**src/rtl/instr_encoder_loader_if.sv**
```systemverilog
// Loader handshake bundle: field input, IMEM write
// port and session status.
interface instr_encoder_loader_if #(
  parameter int ADDR_W = 10
);
  logic              start;
  logic              finish;
  logic              in_valid;
  logic              in_ready;
  logic [2:0]        in_type;
  logic [6:0]        in_opcode;
  logic [2:0]        in_funct3;
  logic [6:0]        in_funct7;
  logic [4:0]        in_rs1;
  logic [4:0]        in_rs2;
  logic [4:0]        in_rd;
  logic [31:0]       in_imm;
  logic              mem_we;
  logic [ADDR_W-1:0] mem_addr;
  logic [31:0]       mem_wdata;
  logic              mem_ready;
  logic              busy;
  logic              done;
  logic              err;
  logic [7:0]        err_count;
  logic [ADDR_W:0]   word_count;

  modport master (
    output start, finish, in_valid,
    output in_type, in_opcode, in_funct3,
    output in_funct7, in_rs1, in_rs2,
    output in_rd, in_imm, mem_ready,
    input  in_ready, mem_we, mem_addr,
    input  mem_wdata, busy, done, err,
    input  err_count, word_count
  );

  modport slave (
    input  start, finish, in_valid,
    input  in_type, in_opcode, in_funct3,
    input  in_funct7, in_rs1, in_rs2,
    input  in_rd, in_imm, mem_ready,
    output in_ready, mem_we, mem_addr,
    output mem_wdata, busy, done, err,
    output err_count, word_count
  );
endinterface

```
**src/rtl/instr_encoder_loader.sv**
```systemverilog
// RV32I field encoder streaming legal words into
// consecutive IMEM addresses; illegal words dropped.
module instr_encoder_loader #(
  parameter int ADDR_W    = 10,
  parameter int BASE_ADDR = 0
) (
  input logic clk,
  input logic rst_n,
  instr_encoder_loader_if.slave bus
);
  typedef enum logic [1:0] {
    S_IDLE, S_LOAD, S_DRAIN, S_DONE
  } state_t;

  localparam logic [ADDR_W-1:0] LP_MAX  = '1;
  localparam logic [ADDR_W-1:0] LP_BASE =
    ADDR_W'(BASE_ADDR);

  state_t            r_state;
  logic              r_ov;
  logic [ADDR_W-1:0] r_ptr;
  logic [31:0]       r_wdata;
  logic              r_full;
  logic              r_err;
  logic [7:0]        r_ecnt;
  logic [ADDR_W:0]   r_wcnt;

  logic        w_full;
  logic        w_load;
  logic        w_rdy;
  logic        w_acc;
  logic        w_wr;
  logic        w_legal;
  logic [31:0] w_enc;
  logic        w_fit12;
  logic        w_fit13;
  logic        w_fit21;
  logic        w_op_i;
  logic [31:0] w_imm;
  logic [6:0]  w_op;

  assign w_imm = bus.in_imm;
  assign w_op  = bus.in_opcode;

  // A pending word at the last address counts as full
  assign w_full = r_full |
    (r_ov & (r_ptr == LP_MAX));
  assign w_load = (r_state == S_LOAD);
  assign w_rdy  = w_load & ~w_full &
    (~r_ov | bus.mem_ready);
  assign w_acc  = bus.in_valid & w_rdy;
  assign w_wr   = r_ov & bus.mem_ready;

  assign w_fit12 = (&w_imm[31:11]) |
    ~(|w_imm[31:11]);
  assign w_fit13 = (&w_imm[31:12]) |
    ~(|w_imm[31:12]);
  assign w_fit21 = (&w_imm[31:20]) |
    ~(|w_imm[31:20]);
  assign w_op_i = (w_op == 7'b0000011) |
    (w_op == 7'b0001111) |
    (w_op == 7'b0010011) |
    (w_op == 7'b1100111) |
    (w_op == 7'b1110011);

  // Encode the fields and judge legality by type
  always_comb begin
    w_enc   = '0;
    w_legal = 1'b0;
    unique case (1'b1)
      (bus.in_type == 3'd0): begin
        w_enc = {bus.in_funct7, bus.in_rs2,
          bus.in_rs1, bus.in_funct3,
          bus.in_rd, w_op};
        w_legal = (w_op == 7'b0110011);
      end
      (bus.in_type == 3'd1): begin
        w_enc = {w_imm[11:0], bus.in_rs1,
          bus.in_funct3, bus.in_rd, w_op};
        w_legal = w_op_i & w_fit12;
      end
      (bus.in_type == 3'd2): begin
        w_enc = {w_imm[11:5], bus.in_rs2,
          bus.in_rs1, bus.in_funct3,
          w_imm[4:0], w_op};
        w_legal = (w_op == 7'b0100011) & w_fit12;
      end
      (bus.in_type == 3'd3): begin
        w_enc = {w_imm[12], w_imm[10:5],
          bus.in_rs2, bus.in_rs1,
          bus.in_funct3, w_imm[4:1],
          w_imm[11], w_op};
        w_legal = (w_op == 7'b1100011) &
          w_fit13 & ~w_imm[0];
      end
      (bus.in_type == 3'd4): begin
        w_enc = {w_imm[19:0], bus.in_rd, w_op};
        w_legal = ((w_op == 7'b0010111) |
          (w_op == 7'b0110111)) &
          ~(|w_imm[31:20]);
      end
      (bus.in_type == 3'd5): begin
        w_enc = {w_imm[20], w_imm[10:1],
          w_imm[11], w_imm[19:12],
          bus.in_rd, w_op};
        w_legal = (w_op == 7'b1101111) &
          w_fit21 & ~w_imm[0];
      end
      default: begin
        w_enc   = '0;
        w_legal = 1'b0;
      end
    endcase
  end

  // Session FSM, output register, pointer and counters
  always_ff @(posedge clk) begin
    if (!rst_n) begin
      r_state <= S_IDLE;
      r_ov    <= 1'b0;
      r_ptr   <= LP_BASE;
      r_wdata <= '0;
      r_full  <= 1'b0;
      r_err   <= 1'b0;
      r_ecnt  <= '0;
      r_wcnt  <= '0;
    end else begin
      if (w_wr) begin
        r_ov   <= 1'b0;
        r_wcnt <= r_wcnt + 1'b1;
        if (r_ptr == LP_MAX) r_full <= 1'b1;
        else r_ptr <= r_ptr + 1'b1;
      end
      if (w_acc) begin
        if (w_legal) begin
          r_ov    <= 1'b1;
          r_wdata <= w_enc;
        end else begin
          r_err <= 1'b1;
          if (r_ecnt != 8'hFF)
            r_ecnt <= r_ecnt + 8'd1;
        end
      end
      if (w_load & bus.in_valid & w_full)
        r_err <= 1'b1;
      unique case (r_state)
        S_IDLE: if (bus.start) begin
          r_state <= S_LOAD;
          r_err   <= 1'b0;
          r_ecnt  <= '0;
          r_wcnt  <= '0;
          r_ptr   <= LP_BASE;
          r_full  <= 1'b0;
        end
        S_LOAD:
          if (bus.finish) r_state <= S_DRAIN;
        S_DRAIN:
          if (!r_ov) r_state <= S_DONE;
        S_DONE:
          r_state <= S_IDLE;
        default:
          r_state <= S_IDLE;
      endcase
    end
  end

  assign bus.in_ready   = w_rdy;
  assign bus.mem_we     = r_ov;
  assign bus.mem_addr   = r_ov ? r_ptr : '0;
  assign bus.mem_wdata  = r_wdata;
  assign bus.busy       = (r_state != S_IDLE);
  assign bus.done       = (r_state == S_DONE);
  assign bus.err        = r_err;
  assign bus.err_count  = r_ecnt;
  assign bus.word_count = r_wcnt;
endmodule

```
**src/flat_wrapper.sv**
```systemverilog
// flat-port wrapper written by rule: the top's interface ports become plain ports
module instr_encoder_loader_flat 
#(
  parameter int ADDR_W    = 10,
  parameter int BASE_ADDR = 0
)
  (clk, rst_n, bus_start, bus_finish, bus_in_valid, bus_in_type, bus_in_opcode, bus_in_funct3, bus_in_funct7, bus_in_rs1, bus_in_rs2, bus_in_rd, bus_in_imm, bus_mem_ready, bus_in_ready, bus_mem_we, bus_mem_addr, bus_mem_wdata, bus_busy, bus_done, bus_err, bus_err_count, bus_word_count);
  instr_encoder_loader_if #(.ADDR_W(ADDR_W)) bus_i ();
  input logic clk;
  input logic rst_n;
  input wire logic [$bits(bus_i.start)-1:0] bus_start;
  input wire logic [$bits(bus_i.finish)-1:0] bus_finish;
  input wire logic [$bits(bus_i.in_valid)-1:0] bus_in_valid;
  input wire logic [$bits(bus_i.in_type)-1:0] bus_in_type;
  input wire logic [$bits(bus_i.in_opcode)-1:0] bus_in_opcode;
  input wire logic [$bits(bus_i.in_funct3)-1:0] bus_in_funct3;
  input wire logic [$bits(bus_i.in_funct7)-1:0] bus_in_funct7;
  input wire logic [$bits(bus_i.in_rs1)-1:0] bus_in_rs1;
  input wire logic [$bits(bus_i.in_rs2)-1:0] bus_in_rs2;
  input wire logic [$bits(bus_i.in_rd)-1:0] bus_in_rd;
  input wire logic [$bits(bus_i.in_imm)-1:0] bus_in_imm;
  input wire logic [$bits(bus_i.mem_ready)-1:0] bus_mem_ready;
  output wire logic [$bits(bus_i.in_ready)-1:0] bus_in_ready;
  output wire logic [$bits(bus_i.mem_we)-1:0] bus_mem_we;
  output wire logic [$bits(bus_i.mem_addr)-1:0] bus_mem_addr;
  output wire logic [$bits(bus_i.mem_wdata)-1:0] bus_mem_wdata;
  output wire logic [$bits(bus_i.busy)-1:0] bus_busy;
  output wire logic [$bits(bus_i.done)-1:0] bus_done;
  output wire logic [$bits(bus_i.err)-1:0] bus_err;
  output wire logic [$bits(bus_i.err_count)-1:0] bus_err_count;
  output wire logic [$bits(bus_i.word_count)-1:0] bus_word_count;
  assign bus_i.start = bus_start;
  assign bus_i.finish = bus_finish;
  assign bus_i.in_valid = bus_in_valid;
  assign bus_i.in_type = bus_in_type;
  assign bus_i.in_opcode = bus_in_opcode;
  assign bus_i.in_funct3 = bus_in_funct3;
  assign bus_i.in_funct7 = bus_in_funct7;
  assign bus_i.in_rs1 = bus_in_rs1;
  assign bus_i.in_rs2 = bus_in_rs2;
  assign bus_i.in_rd = bus_in_rd;
  assign bus_i.in_imm = bus_in_imm;
  assign bus_i.mem_ready = bus_mem_ready;
  assign bus_in_ready = bus_i.in_ready;
  assign bus_mem_we = bus_i.mem_we;
  assign bus_mem_addr = bus_i.mem_addr;
  assign bus_mem_wdata = bus_i.mem_wdata;
  assign bus_busy = bus_i.busy;
  assign bus_done = bus_i.done;
  assign bus_err = bus_i.err;
  assign bus_err_count = bus_i.err_count;
  assign bus_word_count = bus_i.word_count;
  instr_encoder_loader #(.ADDR_W(ADDR_W), .BASE_ADDR(BASE_ADDR)) u_core (.clk(clk), .rst_n(rst_n), .bus(bus_i));
endmodule
```
**config.mk**
```make
export PLATFORM = sky130hd
export DESIGN_NAME = instr_encoder_loader_flat
export DESIGN_NICKNAME = d
export VERILOG_FILES = /design/src/rtl/instr_encoder_loader_if.sv /design/src/rtl/instr_encoder_loader.sv /design/src/flat_wrapper.sv
export SDC_FILE = /design/constraint.sdc
export NUM_CORES = 1
export LEC_CHECK = 0
export CAP_MARGIN = 5
export CORE_MARGIN = 5
export CORE_UTILIZATION = 50
export DETAILED_ROUTE_END_ITERATION = 7
export PLACE_DENSITY = 0.86
export REMOVE_ABC_BUFFERS = 1
export SYNTH_ARGS = -nofsm -noshare
export SYNTH_HDL_FRONTEND = slang
export SYNTH_SLANG_ARGS = --single-unit
export TNS_END_PERCENT = 1
```
**constraint.sdc**
```tcl
create_clock -name clk -period 8.1 [get_ports clk]
set_clock_uncertainty 0.2 [all_clocks]
set_input_delay 1.62 -clock clk [delete_from_list [all_inputs] [get_ports clk]]
set_output_delay 1.62 -clock clk [all_outputs]
set_load 0.02 [all_outputs]
```
Word level (Yosys, flattened, before mapping)
Index checks and enable logic that the tools add are counted.
{"block": "totals", "ff_bits": 66, "latch_bits": 0, "mem_bits_rw": 0, "mem_bits_ro": 0, "input_bits": 73, "output_inout_bits": 66, "word_cells": 107, "memories": 0}
{"block": "op_classes", "add_sub_neg": 3, "multipliers": 0, "div": 0, "n_lt_le_gt_ge": 0, "eq_ne": 24, "n_shift": 0, "n_mux": 31, "n_bitwise": 30, "n_reduce_logical": 11}
{"op": "32-bit case mux with 6 select lines", "n": 1}
{"op": "10-bit 2-to-1 mux", "n": 5}
{"op": "8-bit 2-to-1 mux", "n": 5}
{"op": "11-bit 2-to-1 mux", "n": 3}
{"op": "7-bit equality test (second input constant)", "n": 4}
{"op": "7-bit by 6-bit equality test with 1-bit output (second input constant)", "n": 3}
{"op": "21-bit AND reduction", "n": 1}
{"op": "21-bit OR reduction", "n": 1}
{"op": "20-bit AND reduction", "n": 1}
{"op": "20-bit OR reduction", "n": 1}
{"op": "1-bit bitwise AND", "n": 14}
{"op": "7-bit by 5-bit equality test with 1-bit output (second input constant)", "n": 2}
{"op": "1-bit 2-to-1 mux", "n": 12}
{"op": "12-bit AND reduction", "n": 1}
{"op": "12-bit OR reduction", "n": 1}
{"op": "11-bit by 1-bit adder with 11-bit output (second input constant)", "n": 1}
{"op": "10-bit by 1-bit adder with 10-bit output (second input constant)", "n": 1}
{"op": "10-bit equality test (second input constant)", "n": 1}
{"op": "1-bit bitwise OR", "n": 10}
{"op": "8-bit by 1-bit adder with 8-bit output (second input constant)", "n": 1}
{"op": "8-bit != test (second input constant)", "n": 1}
{"op": "2-bit case mux with 4 select lines", "n": 1}
{"op": "7-bit by 2-bit equality test with 1-bit output (second input constant)", "n": 1}
{"op": "7-bit by 4-bit equality test with 1-bit output (second input constant)", "n": 1}
{"op": "other kinds (14)", "n": 26}

Logic depth before layout (Yosys ltp)
Gate-level depths: netlist of the first run.
{"block": "depth", "word_depth": 12, "depth_mapped": 9, "mapped_depth_nobuf": 7}

Least setup slack after synthesis of the first run
No wires, ideal clock.
{"block": "synth_timing", "kind": "input port to flip-flop", "start": "input bus_in_imm[27]", "end": "register u_core.r_wdata[25] (netlist: u_core.bus.mem_wdata[25])", "setup_time_ns": 0.127, "t_arrival_ns": 3.641, "t_required_ns": 7.773, "path_slack_ns": 4.132, "cell_stages": 8, "path_cell_list": "or4_4 -> or3_4 -> or3_4 -> a22o_2 -> buf_2 -> buf_2 -> nand4_1 -> nand3_1"}
{"block": "synth_between", "elab_chain_len": 7, "word_cells_on_any_way": 21}
{"item": "start: declaration", "line": "flat_wrapper.sv:21", "text": "input wire logic [$bits(bus_i.in_imm)-1:0] bus_in_imm;"}
{"item": "20-bit OR reduction or 12-bit OR reduction (tied branches)", "line": "instr_encoder_loader.sv:57, instr_encoder_loader.sv:59, instr_encoder_loader.sv:100"}
{"item": "1-bit inverter (on tied branches)", "line": "instr_encoder_loader.sv:57, instr_encoder_loader.sv:59, instr_encoder_loader.sv:100"}
{"item": "1-bit bitwise OR (on tied branches)", "line": "instr_encoder_loader.sv:56, instr_encoder_loader.sv:58"}
{"item": "1-bit bitwise AND (on tied branches)", "line": "instr_encoder_loader.sv:93, instr_encoder_loader.sv:106"}
{"item": "1-bit bitwise AND (on tied branches)", "line": "instr_encoder_loader.sv:94, instr_encoder_loader.sv:107"}
{"item": "1-bit case mux with 6 select lines (*)", "line": "instr_encoder_loader.sv:70", "text": "unique case (1'b1)"}
{"item": "2-bit AND reduction (no source line) (*)"}
{"item": "end signal: assignment", "line": "instr_encoder_loader.sv:137", "text": "r_wdata <= w_enc;"}
{"item": "end: declaration", "line": "instr_encoder_loader.sv:22", "text": "logic [31:0] r_wdata;"}
Mark *: on every way between the ends. The rest lies on a longest branch, timed or not.
A chain may end at the register's enable or synchronous reset.

Worst setup path after layout of the first run
{"block": "layout_timing", "start": "input bus_mem_ready", "end": "output bus_in_ready"}
{"block": "layout_between", "elab_chain_len": 2}
{"item": "start: declaration", "line": "flat_wrapper.sv:22", "text": "input wire logic [$bits(bus_i.mem_ready)-1:0] bus_mem_ready;"}
{"item": "1-bit bitwise OR", "line": "instr_encoder_loader.sv:50", "text": "(~r_ov | bus.mem_ready);"}
{"item": "1-bit bitwise AND", "line": "instr_encoder_loader.sv:49", "text": "assign w_rdy = w_load & ~w_full &"}
{"item": "end: declaration", "line": "flat_wrapper.sv:23", "text": "output wire logic [$bits(bus_i.in_ready)-1:0] bus_in_ready;"}
Every way passes these cells.

==> reports/results.txt, run 1 <==
Top cells by area, synth - dfxtp_1 (31%), nand2_1 (5.1%), nand3_1 (5.0%)
Setup Buffers After CTS - 0
Die footprint - 10400 um2
Resized Gates After CTS - 0
DP Area - 5620 um2
Prevailing post-synth register cell - dfxtp_1
Number of setup violations in the final report - 0
Final Non-Filler Cells - 766
Num CTS Buffers - 9
Worst r2r path cells - 7
Final ANT Viol Nets - 0
Run status - completed
Pre-CTS WS - 3000 ps
LEAKAGE - 2.13 nW
Comb power frac - 25.4%
Worst path required time - 6280 ps
Switching Share - 32.2%
Global routing usage on met1 - 33.4%
Seq/Total Area, Yosys - 31.3%
Buffers on Ports - 138
Synthesized area - 4230 um2
Row count - 33
Reg-to-reg endpoint - u_core.bus.err_count[0]$_SDFF_PN0_
Final TNS setup - 0 ps
Yosys cell types - 58
Placed cell count - 750
Total grt overflow - 0
Main combinational cell family by area after synthesis - simple AND/OR/NAND/NOR gates
Max cap viols - 0
Die height - 102 um
Crit Path Class - input port to output port
Via count - 4723
Worst hold stages - 2
Worst slew pin tran - 970 ps
Adder-cell area share of the yosys netlist - 2.37%
Clock Power Share - 31.0%
PwrDens - 133 nW/um2
Area of the multi-input gates - 2660 um2
Final hold viol count - 0
Avg Synthesized Cell Area - 7.83 um2
Layout Nets - 737
Final core occ - 70.4%
Core area - 8220 um2
Worst setup margin - 3080 ps
Slew headroom - 35.3%
Vias in the first global route - 4548
Hold Slack - 258 ps
Clk slew on worst S/H paths - 70 ps
Area growth syn-to-layout - 36.8%
Register Area - 1320 um2
Reg2Reg Launch Point - u_core.r_ptr[0]$_SDFF_PN0_
Routability cong. - 0.986
Maximum clock insertion buffer count - 2
Post-synth top area share - 31.3%
Yosys warns - 0
Post-synth ARST share - 0%
DR WL/cell - 18.0 um
Max Clk Rate - 0.199 GHz
Layout fillers - 659
Startpoint Class - input port
Final min period - 5020 ps
I/O pins - 139
Top Usage Layer GRT - met2
Total Routing Usage GR - 26.3%
Share of cells above drive strength 1 - 4.99%
Met2 Resource Use GR - 43.6%
Area leader, netlist - dfxtp_1
Hold Buf Count CTS - 0
Mux cell area share after synthesis - 5.27%
# DRC - 0
Internal power - 0.523 mW
Met3 Usage GRT - 4.57%
Routed wire length - 13800 um
Hold_sp - u_core.bus.mem_wdata[31]$_SDFFE_PN0P_
TritonCTS clock tree - built
Seq pwr share - 43.6%
Global-route wire length before repair - 21900 um
Initial DRC count - 292
CP arrival - 3200 ps
Switching power - 0.248 mW
Clk root buf - clkbuf_8
DP HPWL - 10200 um
Max IR drop VDD - 0.000129 V
Synth Area in Compound Gates - 20.4%
RSZ-0062 raised after global routing - no
Post-synthesis xor/xnor area fraction - 3.52%
Die width - 102 um
Tot Pwr - 0.771 mW
Htree depth - 3
Largest net degree at the start of global routing - 67
Initial Util - 51.4%
Worst Hold Class - flip-flop to flip-flop
Number of synthesized register bits - 66
Final Max Slew Viols - 0
Crit Path Max Fanout - 7
Skew-Pair Late Insertion Delay - 350 ps
Setup crit end kind - output port
Initial antenna violation count - 0
Clock sinks - 66
Crit share post-route - 61.9%
R2r setup slk - 5190 ps
Post-Syn Instances - 540
Via density - 6.17
Simple-gate share of the synthesized area - 31.2%
Number of synthesized flops with an enable pin - 0
Ant. Diodes - 0
Hold Path End - u_core.bus.mem_wdata[31]$_SDFFE_PN0P_
Fin area - 5780 um2
Drt pass-1 iters - 5
registers in the layout, summed over array words and instances, names as in the netlist:
register,cells
u_core.bus.err,1
u_core.bus.mem_we,1
u_core.bus.mem_wdata,32
u_core.r_state,2
u_core.r_full,1
u_core.bus.word_count,11
u_core.bus.err_count,8
u_core.r_ptr,10
critical path: stages:
cell and delay [ps]:
clkdlybuf4s50_1 590, nand2b_1 200, and3_1 180, clkdlybuf4s50_1 610
cell families (layout without fill, tap and decap cells):
kind of cell             count (synthesis)  in the layout
AND/OR/NAND/NOR                        250            250
AO/OA/AOI/OAI                          114            114
flip-flops                              66             66
buffers and inverters                   63            184
multiplexers                            22             22
XOR/XNOR                                17             17
adder cells (fa/ha/maj)                  8              8
synthesized netlist by cell type (all sizes together) (3+ instances only):
library cell / n
dfxtp: 66
nand2: 57
nand3: 42
nor2: 35
nand4: 32
clkbuf: 27
inv: 25
a211oi: 21
and3: 20
mux2i: 20
a21oi: 17
a32oi: 16
o21ai: 14
nor3: 13
and2: 11
buf: 11
xor2: 11
a22oi: 10
o22ai: 9
ha: 8
nand2b: 8
nor4: 8
o2111ai: 6
xnor2: 6
and4: 4
or3: 4
a31oi: 3
a41oi: 3
and3b: 3
o21a: 3
or4: 3
how the worst max path moves through the flow:
stage,start,end
floorplan,bus_in_imm[25],u_core.bus.err_count[7]$_SDFF_PN0_
global placement,bus_in_type[0],u_core.bus.err$_SDFF_PN0_
detailed placement,bus_in_type[0],u_core.bus.err$_SDFF_PN0_
CTS,bus_mem_ready,bus_in_ready
global route,bus_mem_ready,bus_in_ready
finish,bus_mem_ready,bus_in_ready
metal layers:
layer / up-vias / wire length [um]
met5: - / 0
met4: 0 / 532
met3: 39 / 867
met2: 209 / 6780
met1: 2229 / 5650
li1: 2246 / -
power by group through the flow:
stage | combinational, mW | sequential [mW] | clock [mW]
5_1_grt | 0.210 | 0.337 | 0.261
2_1_floorplan | 0.0927 | 0.345 | 0
4_1_cts | 0.194 | 0.336 | 0.242
6_report | 0.196 | 0.336 | 0.239
3_3_place_gp | 0.188 | 0.343 | 0
3_5_place_dp | 0.193 | 0.344 | 0
layout make-up:
class / instances / area share, %
Multi-Input combinational cell: 411 / 46.0
Timing Repair Buffer: 143 / 24.5
Clock inverter: 5 / 0.541
Sequential cell: 66 / 22.9
Clock buffer: 11 / 2.27
Inverter: 25 / 1.62
Tap cell: 105 / 2.27
layout by cell type, fill, tap and decap left out, types with 3 or more instances in the layout:
| cell type | instances |
|---|---|
| clkdlybuf4s50_1 | 137 |
| nor3_1 | 13 |
| and3b_1 | 3 |
| a22oi_1 | 9 |
| xor2_1 | 11 |
| nor4_1 | 8 |
| a41oi_1 | 3 |
| and4_1 | 4 |
| nand4_1 | 32 |
| inv_1 | 25 |
| nand2_1 | 57 |
| nor2_1 | 35 |
| a21oi_1 | 17 |
| a31oi_1 | 3 |
| and2_1 | 11 |
| nand2b_1 | 8 |
| a32oi_1 | 16 |
| o21ai_0 | 14 |
| clkinv_2 | 3 |
| clkbuf_8 | 9 |
| and3_1 | 20 |
| nand3_1 | 42 |
| buf_4 | 5 |
| o21a_1 | 3 |
| ha_1 | 8 |
| o22ai_1 | 9 |
| o2111ai_1 | 6 |
| xnor2_1 | 6 |
| dfxtp_1 | 66 |
| a211oi_1 | 18 |
| mux2i_1 | 20 |
(Power assumes the default switching activity.)
==> inputs of run 2 (changes only) <==
- CORE_UTILIZATION: 50 -> 47
- PLACE_DENSITY: 0.86 -> 0.82
- clock period: 8.1 -> 5.1 ns (I/O delays scaled with it)
==> run 2 against run 1 <==
Design area up 1.2%. Final cell count up 0.65%. Core utilization down 3.6 points. First-iteration DRC count up 72%. Register-to-register slack worse by 3000 ps.
==> reports/results.txt, run 2 (synthesized netlist as in run 1, its figures left out) <==
Clk root buf - clkbuf_8 (unchanged)
Final min period - 3900 ps
Max Clk Rate - 0.256 GHz
Most common cell after layout, fill and taps aside - clkdlybuf4s50_1 (unchanged)
Clock sinks - 66 (unchanged)
CP arrival - 3870 ps (was 3200 ps)
Max IR drop VDD - 0.000157 V (was 0.000129 V)
Hold Buf Count CTS - 0 (unchanged)
Max stage delay cell, worst path - or4b_2 (was clkdlybuf4s50_1)
Num CTS Buffers - 9 (unchanged)
PwrDens - 222 nW/um2 (was 133 nW/um2)
TritonCTS clock tree - built (unchanged)
Largest net degree at the start of global routing - 67 (unchanged)
Final Non-Filler Cells - 771 (was 766)
Final TNS setup - 0 ps (unchanged)
Max reg flops - 32 (unchanged)
Tot Pwr - 1.30 mW (was 0.771 mW)
Core area - 8760 um2 (was 8220 um2)
DR WL/cell - 17.5 um (was 18.0 um)
Routability cong. - 0.933 (was 0.986)
Worst hold stages - 2 (unchanged)
Total Routing Usage GR - 23.3% (was 26.3%)
Die width - 105 um (was 102 um)
Final ANT Viol Nets - 0 (unchanged)
Maximum clock insertion buffer count - 2 (unchanged)
Htree depth - 3 (unchanged)
Number of setup violations in the final report - 0 (unchanged)
Row count - 34 (was 33)
Crit Path Max Fanout - 26 (was 7)
Setup Buffers After CTS - 0 (unchanged)
Die footprint - 11000 um2 (was 10400 um2)
Skew-Pair Late Insertion Delay - 330 ps (was 350 ps)
LEAKAGE - 2.16 nW (was 2.13 nW)
Slew headroom - 41.1% (was 35.3%)
CP peak stage delay - 680 ps (was 610 ps)
Drt pass-1 iters - 5 (unchanged)
Initial DRC count - 502 (was 292)
Routed wire length - 13500 um (was 13800 um)
Startpoint Class - input port (unchanged)
Worst path required time - 5080 ps (was 6280 ps)
DP Area - 5640 um2 (was 5620 um2)
Commonest cells after routing, fill and taps aside - clkdlybuf4s50_1 (137), dfxtp_1 (66), nand2_1 (57) (unchanged)
Final Max Slew Viols - 0 (unchanged)
Max cap viols - 0 (unchanged)
I/O pins - 139 (unchanged)
Placed cell count - 756 (was 750)
Setup crit end kind - flip-flop (was output port)
Via density - 6.19 (was 6.17)
Via count - 4773 (was 4723)
Ant. Diodes - 0 (unchanged)
Initial antenna violation count - 0 (unchanged)
Clk slew on worst S/H paths - 70 ps (about the same)
Vias in the first global route - 4458 (was 4548)
Run status - completed (unchanged)
Final hold viol count - 0 (unchanged)
DP HPWL - 10200 um (about the same)
Buffers on Ports - 138 (unchanged)
Worst r2r path cells - 7 (unchanged)
Global-route wire length before repair - 21700 um (was 21900 um)
Crit share post-route - 76.5%
Worst Hold Class - flip-flop to flip-flop (unchanged)
Total grt overflow - 0 (unchanged)
Layout Nets - 740 (was 737)
Fin area - 5850 um2 (was 5780 um2)
CP Cell Sequence - clkdlybuf4s50_1 > or4b_2 > nor4_1 > a21oi_1 > a22o_2 > a41oi_1 > a211oi_1 (was clkdlybuf4s50_1 > nand2b_1 > and3_1 > clkdlybuf4s50_1)
Crit Path Class - input port to flip-flop (was input port to output port)
Worst slew pin tran - 882 ps (was 970 ps)
Hold Slack - 258 ps (about the same)
Initial Util - 48.2% (was 51.4%)
Die height - 105 um (was 102 um)
Area growth syn-to-layout - 38.4% (was 36.8%)
RSZ-0062 raised after global routing - no (unchanged)
Resized Gates After CTS - 0 (unchanged)
# DRC - 0 (unchanged)
Share of cells above drive strength 1 - 5.43% (was 4.99%)
-- run 2: power by group --
part | total, mW | internal (mW) | switching (mW) | leakage (nW)
logic | 0.311 | 0.131 | 0.179 | 1.53
clock network | 0.453 | 0.263 | 0.190 | 0.106
registers | 0.533 | 0.525 | 0.00873 | 0.532
-- run 2: path summary, 6_finish.rpt --
kind | startpoint | to | slack, ps
hold / removal | u_core.bus.mem_wdata[22]$_SDFFE_PN0P_ | u_core.bus.mem_wdata[22]$_SDFFE_PN0P_ | 260
hold reg to reg | u_core.bus.mem_wdata[22]$_SDFFE_PN0P_ | u_core.bus.mem_wdata[22]$_SDFFE_PN0P_ | 260
setup reg to reg | u_core.r_ptr[0]$_SDFF_PN0_ | u_core.bus.err_count[1]$_SDFF_PN0_ | 2150
setup / recovery | bus_in_opcode[6] | u_core.bus.err_count[6]$_SDFF_PN0_ | 1200
-- run 2: area by class of cell --
| class | count | area (um2) |
|---|---|---|
| tap | 108 | 135 |
| clock buffer | 13 | 169 |
| clock inverter | 2 | 35.0 |
| sequential | 66 | 1320 |
| fill | 743 | 2920 |
| multi-input combinational | 411 | 2660 |
| inverter | 25 | 93.8 |
| timing repair buffer | 146 | 1440 |
-- run 2: routing by layer --
layer  routed length, um  global-route usage, %
met5                   0                      0
met4                 291                   7.85
met3                1230                   4.99
met2                6230                   37.5
met1                5720                   31.1
-- run 2: worst max-delay path, delay by kind of cell --
family          cells  cell delay [ps]
simple gates        2             1250
compound gates      4             1060
buf+inv             1              520
-- run 2: metrics by stage --
step	utilization [%]	setup WS, ps
final	66.7	1200
after global placement	64.4	1070
after detailed placement	64.4	978
after global routing	66.7	1130
after floorplan	-	1110
after CTS	66.7	1230
